### config.mk
export PLATFORM = sky130hd
export DESIGN_NAME = pipe_stage_fifo_flat
export DESIGN_NICKNAME = d
export VERILOG_FILES = /design/src/rtl/struct_pckg.sv /design/src/rtl/pipe_stage_fifo_if.sv /design/src/rtl/pipe_fifo_mem.sv /design/src/rtl/pipe_stage_fifo.sv /design/src/flat_wrapper.sv
export SDC_FILE = /design/constraint.sdc
export NUM_CORES = 1
export LEC_CHECK = 0
export BUFFER_PORTS_ARGS = -buffer_cell sky130_fd_sc_hd__clkbuf_2
export CORE_MARGIN = 10
export CORE_UTILIZATION = 58
export DETAILED_ROUTE_END_ITERATION = 8
export GPL_TIMING_DRIVEN = 0
export PLACE_DENSITY = 0.92
export SLEW_MARGIN = 5
export SYNTH_ARGS = -nofsm -noshare
export SYNTH_HDL_FRONTEND = slang
export SYNTH_SLANG_ARGS = --single-unit
### constraint.sdc
create_clock -name clk -period 4 [get_ports clk]
set_clock_uncertainty 0.15 [all_clocks]
set_input_delay 0.2 -clock clk [delete_from_list [all_inputs] [get_ports clk]]
set_output_delay 0.2 -clock clk [all_outputs]
set_load 0.03 [all_outputs]
### src/rtl/struct_pckg.sv
// Shared pipeline-bus layout constants and width helpers for the elastic stage FIFO.
// Flattened bus, MSB to LSB: pc, instr, rd_addr, result, mem_be, is_valid.
package struct_pckg;

  localparam int PIPE_XLEN_DEFAULT = 64;
  localparam int PIPE_INSTR_W      = 32;
  localparam int PIPE_RF_ADDR_W    = 5;
  localparam int PIPE_MEM_BE_W     = PIPE_XLEN_DEFAULT / 8;
  localparam int PIPE_VALID_BIT    = 0;

  function automatic int pipe_mem_be_w(input int xlen);
    return xlen / 8;
  endfunction

  function automatic int PIPE_BUS_W(input int xlen);
    return 2 * xlen + PIPE_INSTR_W + PIPE_RF_ADDR_W + pipe_mem_be_w(xlen) + 1;
  endfunction

endpackage

### src/rtl/pipe_stage_fifo_if.sv
// Valid/ready handshake bundle for both sides of the elastic stage.
interface pipe_stage_fifo_if #(
  parameter int DATA_W = 8
) ();

  logic              in_valid_i;
  logic              in_ready_o;
  logic [DATA_W-1:0] in_data_i;
  logic              out_valid_o;
  logic              out_ready_i;
  logic [DATA_W-1:0] out_data_o;

  modport slave (
    input  in_valid_i, in_data_i, out_ready_i,
    output in_ready_o, out_valid_o, out_data_o
  );

  modport master (
    output in_valid_i, in_data_i, out_ready_i,
    input  in_ready_o, out_valid_o, out_data_o
  );

endinterface

### src/rtl/pipe_fifo_mem.sv
// DEPTH x DATA_W storage: synchronous write, asynchronous read, cleared by reset.
module pipe_fifo_mem #(
  parameter int DEPTH  = 2,
  parameter int DATA_W = 8
) (
  input  logic                     clk,
  input  logic                     rst_n,
  input  logic                     i_wrEn,
  input  logic [$clog2(DEPTH)-1:0] i_wrAddr,
  input  logic [DATA_W-1:0]        i_wrData,
  input  logic [$clog2(DEPTH)-1:0] i_rdAddr,
  output logic [DATA_W-1:0]        o_rdData
);

  logic [DATA_W-1:0] r_mem [DEPTH];

  always_ff @(posedge clk or negedge rst_n) begin
    if (!rst_n) begin
      for (int i = 0; i < DEPTH; i++) r_mem[i] <= '0;
    end else if (i_wrEn) begin
      r_mem[i_wrAddr] <= i_wrData;
    end
  end

  assign o_rdData = r_mem[i_rdAddr];

endmodule

### src/rtl/pipe_stage_fifo.sv
// Elastic pipeline stage: DEPTH-entry in-order queue with flush, bubble drop and bypass.
module pipe_stage_fifo
  import struct_pckg::*;
#(
  parameter int XLEN         = 64,
  parameter int DEPTH        = 2,
  parameter int DATA_W       = PIPE_BUS_W(XLEN),
  parameter int BYPASS       = 0,
  parameter int DROP_BUBBLES = 0
) (
  input  logic                       clk,
  input  logic                       rst_n,
  input  logic                       flush_i,
  pipe_stage_fifo_if.slave           bus,
  output logic [$clog2(DEPTH+1)-1:0] count_o,
  output logic                       full_o,
  output logic                       empty_o
);

  localparam int PTR_W = $clog2(DEPTH);
  localparam int CNT_W = $clog2(DEPTH + 1);

  logic [PTR_W-1:0]  r_wrPtr;
  logic [PTR_W-1:0]  r_rdPtr;
  logic [CNT_W-1:0]  r_count;

  logic              w_empty;
  logic              w_full;
  logic              w_inReady;
  logic              w_isBubble;
  logic              w_bypassActive;
  logic              w_outValid;
  logic              w_inFire;
  logic              w_pop;
  logic              w_store;
  logic              w_popStored;
  logic [DATA_W-1:0] w_rdData;

  assign w_empty   = (r_count == '0);
  assign w_full    = (r_count == CNT_W'(DEPTH));
  assign w_inReady = !w_full && !flush_i;

  // Bubbles still handshake upstream but never reach storage or the bypass path.
  assign w_isBubble     = (DROP_BUBBLES != 0) && !bus.in_data_i[PIPE_VALID_BIT];
  assign w_bypassActive = (BYPASS != 0) && w_empty;

  assign w_outValid = w_bypassActive ? (bus.in_valid_i && !flush_i && !w_isBubble)
                                     : !w_empty;

  assign w_inFire    = bus.in_valid_i && w_inReady;
  assign w_pop       = w_outValid && bus.out_ready_i;
  assign w_store     = w_inFire && !w_isBubble && !(w_bypassActive && w_pop);
  assign w_popStored = w_pop && !w_bypassActive;

  always_ff @(posedge clk or negedge rst_n) begin
    if (!rst_n) begin
      r_wrPtr <= '0;
      r_rdPtr <= '0;
      r_count <= '0;
    end else if (flush_i) begin
      r_wrPtr <= '0;
      r_rdPtr <= '0;
      r_count <= '0;
    end else begin
      if (w_store)     r_wrPtr <= r_wrPtr + PTR_W'(1);
      if (w_popStored) r_rdPtr <= r_rdPtr + PTR_W'(1);
      if (w_store && !w_popStored)      r_count <= r_count + CNT_W'(1);
      else if (!w_store && w_popStored) r_count <= r_count - CNT_W'(1);
    end
  end

  pipe_fifo_mem #(
    .DEPTH  (DEPTH),
    .DATA_W (DATA_W)
  ) u_mem (
    .clk      (clk),
    .rst_n    (rst_n),
    .i_wrEn   (w_store && !flush_i),
    .i_wrAddr (r_wrPtr),
    .i_wrData (bus.in_data_i),
    .i_rdAddr (r_rdPtr),
    .o_rdData (w_rdData)
  );

  assign bus.in_ready_o  = w_inReady;
  assign bus.out_valid_o = w_outValid;
  assign bus.out_data_o  = w_bypassActive ? bus.in_data_i : w_rdData;

  assign count_o = r_count;
  assign full_o  = w_full;
  assign empty_o = w_empty;

endmodule

### src/flat_wrapper.sv
// flat-port wrapper written by rule: the top's interface ports become plain ports
module pipe_stage_fifo_flat import struct_pckg::*;
#(
  parameter int XLEN         = 64,
  parameter int DEPTH        = 2,
  parameter int DATA_W       = PIPE_BUS_W(XLEN),
  parameter int BYPASS       = 0,
  parameter int DROP_BUBBLES = 0
)
  (clk, rst_n, flush_i, count_o, full_o, empty_o, bus_in_valid_i, bus_in_data_i, bus_out_ready_i, bus_in_ready_o, bus_out_valid_o, bus_out_data_o);
  pipe_stage_fifo_if #(.DATA_W(DATA_W)) bus_i ();
  input  logic clk;
  input  logic rst_n;
  input  logic flush_i;
  output logic [$clog2(DEPTH+1)-1:0] count_o;
  output logic full_o;
  output logic empty_o;
  input wire logic [$bits(bus_i.in_valid_i)-1:0] bus_in_valid_i;
  input wire logic [$bits(bus_i.in_data_i)-1:0] bus_in_data_i;
  input wire logic [$bits(bus_i.out_ready_i)-1:0] bus_out_ready_i;
  output wire logic [$bits(bus_i.in_ready_o)-1:0] bus_in_ready_o;
  output wire logic [$bits(bus_i.out_valid_o)-1:0] bus_out_valid_o;
  output wire logic [$bits(bus_i.out_data_o)-1:0] bus_out_data_o;
  assign bus_i.in_valid_i = bus_in_valid_i;
  assign bus_i.in_data_i = bus_in_data_i;
  assign bus_i.out_ready_i = bus_out_ready_i;
  assign bus_in_ready_o = bus_i.in_ready_o;
  assign bus_out_valid_o = bus_i.out_valid_o;
  assign bus_out_data_o = bus_i.out_data_o;
  pipe_stage_fifo #(.XLEN(XLEN), .DEPTH(DEPTH), .DATA_W(DATA_W), .BYPASS(BYPASS), .DROP_BUBBLES(DROP_BUBBLES)) u_core (.clk(clk), .rst_n(rst_n), .flush_i(flush_i), .bus(bus_i), .count_o(count_o), .full_o(full_o), .empty_o(empty_o));
endmodule
==> key figures <==
Run status
  – Outcome: finished clean

Layout
  – Reg area: just under 9000 sq um
  – Area of the multi-input gates: about 6200 sq um
  – Most common cell after layout, fill and taps aside: mux2_2
  – Final core utilization: 0.789
  – Synth-to-layout area growth: 33.8%
  – Number of filler cells placed in the layout: approximately 1,400
  – Fin nets: 1,712
  – Finished Cell Area: ~21,000 sq um
  – Layout cells sized above 1: 0.562
  – Most frequent cells in the layout: mux2_2, clkbuf_2, dfrtp_1, dlygate4sd3_1, mux2_1

Timing
  – RSZ-0062 raised after global routing: false
  – Final setup viols: 0
  – Post-route setup slack: 0.843 ns
  – Fin crit period: about 3.2 ns
  – Slew Viols, Final: 0
  – Slew @ Worst Pin: 1.05 ns
  – Max_slew headroom: 0.297
  – Tcrit/Tclk final: 0.789
  – Worst Hold Slack: 0.128 ns
  – Endpoints failing hold: 0
  – Max Clock Freq: between 0.3 and 0.4 GHz

Clock network
  – CTS tree: yes
  – Max Buffers Root-to-Sink: 3
  – Clock sink count: around 350
  – Clock slew at reported path FFs: about 0.060 ns
  – Post-CTS sizing: 0
  – Post-CTS Setup Bufs: 0
  – Clock Latency Late Sink: approximately 0.50 ns
  – TritonCTS buffer count: 37
  – H-tree levels: 2
  – Root buf cell: clkbuf_16

Critical path
  – Reg2Reg Setup Slack: 1.00 ns
  – Startpoint Class: flip-flop
  – Crit path kind: reg2out
  – Worst EP required: roughly 3.7 ns
  – Worst Setup EP: bus_out_data_o[130]
  – Crit end category: output port
  – RR Endpoint: u_core.u_mem.r_mem[225]
  – CP Max Fanout: 10
  – R2R cell count: 5
  – Critical path arrival: between 2 and 3 ns
  – Worst Setup SP: u_core.r_rdPtr
  – Worst reg2reg startpoint: u_core.count_o[1]

Placed design
  – Buffers on Ports: between 300 and 400
  – Pre-CTS setup slack: between 1 and 1.5 ns
  – DP HPWL: approximately 30,000 microns
  – Final GP Congestion: roughly 0.8
  – Post-DP Area: around 18,000 sq um

Worst hold path
  – Worst hold path class: in2async

Yosys
  – Syn nets: 1,132
  – Sequential-to-total area share from yosys stat: 0.572
  – Syn Inst Count: 953
  – Main flop type after synthesis: dfrtp_1
  – Post-synth EDFFs: 0
  – Yosys warns: 0
  – Post-synthesis cell area: between 15,000 and 20,000 sq um
  – Ys async rst share: 1.00
  – FF+latch count, synth: between 300 and 400
  – Synth unique cells: 24
  – Syn avg cell area: 16.2 sq um

Routing
  – 1st-iter DRT viols: between 500 and 600
  – First-pass DRT Iterations: 4
  – DRC viols: 0
  – Drt wl/cell: ~26 microns
  – Total number of vias: between 10,000 and 15,000
  – DRT Wirelength: 48,600 microns
  – Post-DR vias/cell: about 5.7
  – Post-DRT Antenna Nets: 0

GRT
  – Global route total overflow: 0
  – Initial antenna violation count: 7
  – First-pass GRT wire length: between 70,000 and 80,000 microns
  – Aggregate global-route resource usage: 0.285
  – Largest net degree at the start of global routing: 113
  – Vias in the first global route: 12,600

Floorplanning
  – Die ar.: 33,500 sq um
  – Core Footprint: between 20,000 and 30,000 sq um
  – Die W: roughly 180 microns
  – Die H: between 150 and 200 microns
  – Row count: 59
  – Initial Util: 0.590
  – Io pins: roughly 360

Power and ir drop
  – Leak Pwr: a little under 10 nW
  – Max VDD drop: 509 uV
  – Power Density: approximately 570 nW/um^2

Run
  – Max Cap Viol: 0
==> worst min-delay path by stage <==
stage	end	slack (ns)
after floorplan	u_core.count_o[0]	-0.25
final	u_core.u_mem.r_mem[236]	0.13
after global routing	u_core.u_mem.r_mem[232]	0.20
after CTS	u_core.u_mem.r_mem[113]	0.14
after global placement	u_core.u_mem.r_mem[103]	0.28
after detailed placement	u_core.u_mem.r_mem[58]	0.1
==> cells in the mapped netlist (2+ instances only) <==
library cell,instances,area share
dfrtp_1,352,0.57
nor2_1,4,0.00097
o21ai_0,3,0.00097
mux2_1,100,0.073
inv_1,2,0.00049
buf_2,19,0.0062
mux2_4,60,0.058
a21oi_1,2,0.00065
mux2_2,362,0.26
buf_6,17,0.012
clkbuf_1,18,0.0044
buf_1,2,0.00049
==> per-stage QoR <==
| step | instances | total power [mW] | TNS (ns) |
|---|---|---|---|
| after floorplan | 953 | 7.23 | 0 |
| after global placement | 1646 | 8.08 | -1647.95 |
| after detailed placement | 1649 | 8.25 | 0 |
| after CTS | 1884 | 11.6 | 0 |
| after global routing | 1891 | 12.2 | 0 |
| final | 1891 | 11.8 | 0 |
==> critical path: stages (launching register included) <==
cell	delay, ns
dfrtp_1	0.42
clkbuf_1	0.54
clkbuf_1	0.70
mux2_2	0.42
clkbuf_2	0.20
==> cell type report <==
type / count / area share
clock inverter: 3 / 0.00194
buffer: 57 / 0.0179
inverter: 2 / 0.000364
timing repair buffer: 541 / 0.179
tap: 335 / 0.0203
multi-input combinational: 542 / 0.302
sequential: 352 / 0.427
clock buffer: 52 / 0.0510
antenna: 7 / 0.000849
==> state kept, by name, indices dropped and copies added (netlist names) <==
register and cells:
u_core.r_wrPtr 1, u_core.r_rdPtr 1, u_core.count_o 2, u_core.u_mem.r_mem 348
==> cell families (layout without fill, tap and decap cells) <==
kind of cell,Yosys count,after routing,synth area share
buffers and inverters,59,655,0.0244
flip-flops,352,352,0.572
AO/OA/AOI/OAI,7,7,0.00252
AND/OR/NAND/NOR,12,12,0.00495
other,0,7,0
XOR/XNOR,1,1,0.000568
multiplexers,522,522,0.396
==> repair_timing <==
| action | CTS | global route |
|---|---|---|
| setup endpoints to repair | 0 | 0 |
| hold buffers | 180 | 0 |
| endpoints found under the hold margin | 419 | 0 |
==> layer usage <==
layer | routed length, microns | vias up | GRT usage
met5 | 0 | - | 0
met4 | 2500 | 0 | 0.153
met3 | 2840 | 154 | 0.0729
met2 | 25400 | 456 | 0.504
met1 | 17800 | 5590 | 0.308
li1 | - | 4599 | -
==> where the power goes <==
group | internal [mW] | leakage, nW | switching, mW | total, mW
clock | 1.87 | 0.538 | 1.37 | 3.24
sequential | 4.43 | 4.19 | 0.521 | 4.96
combinational | 1.58 | 4.94 | 2.00 | 3.58
Note: power is estimated with default switching activity, not from simulation.
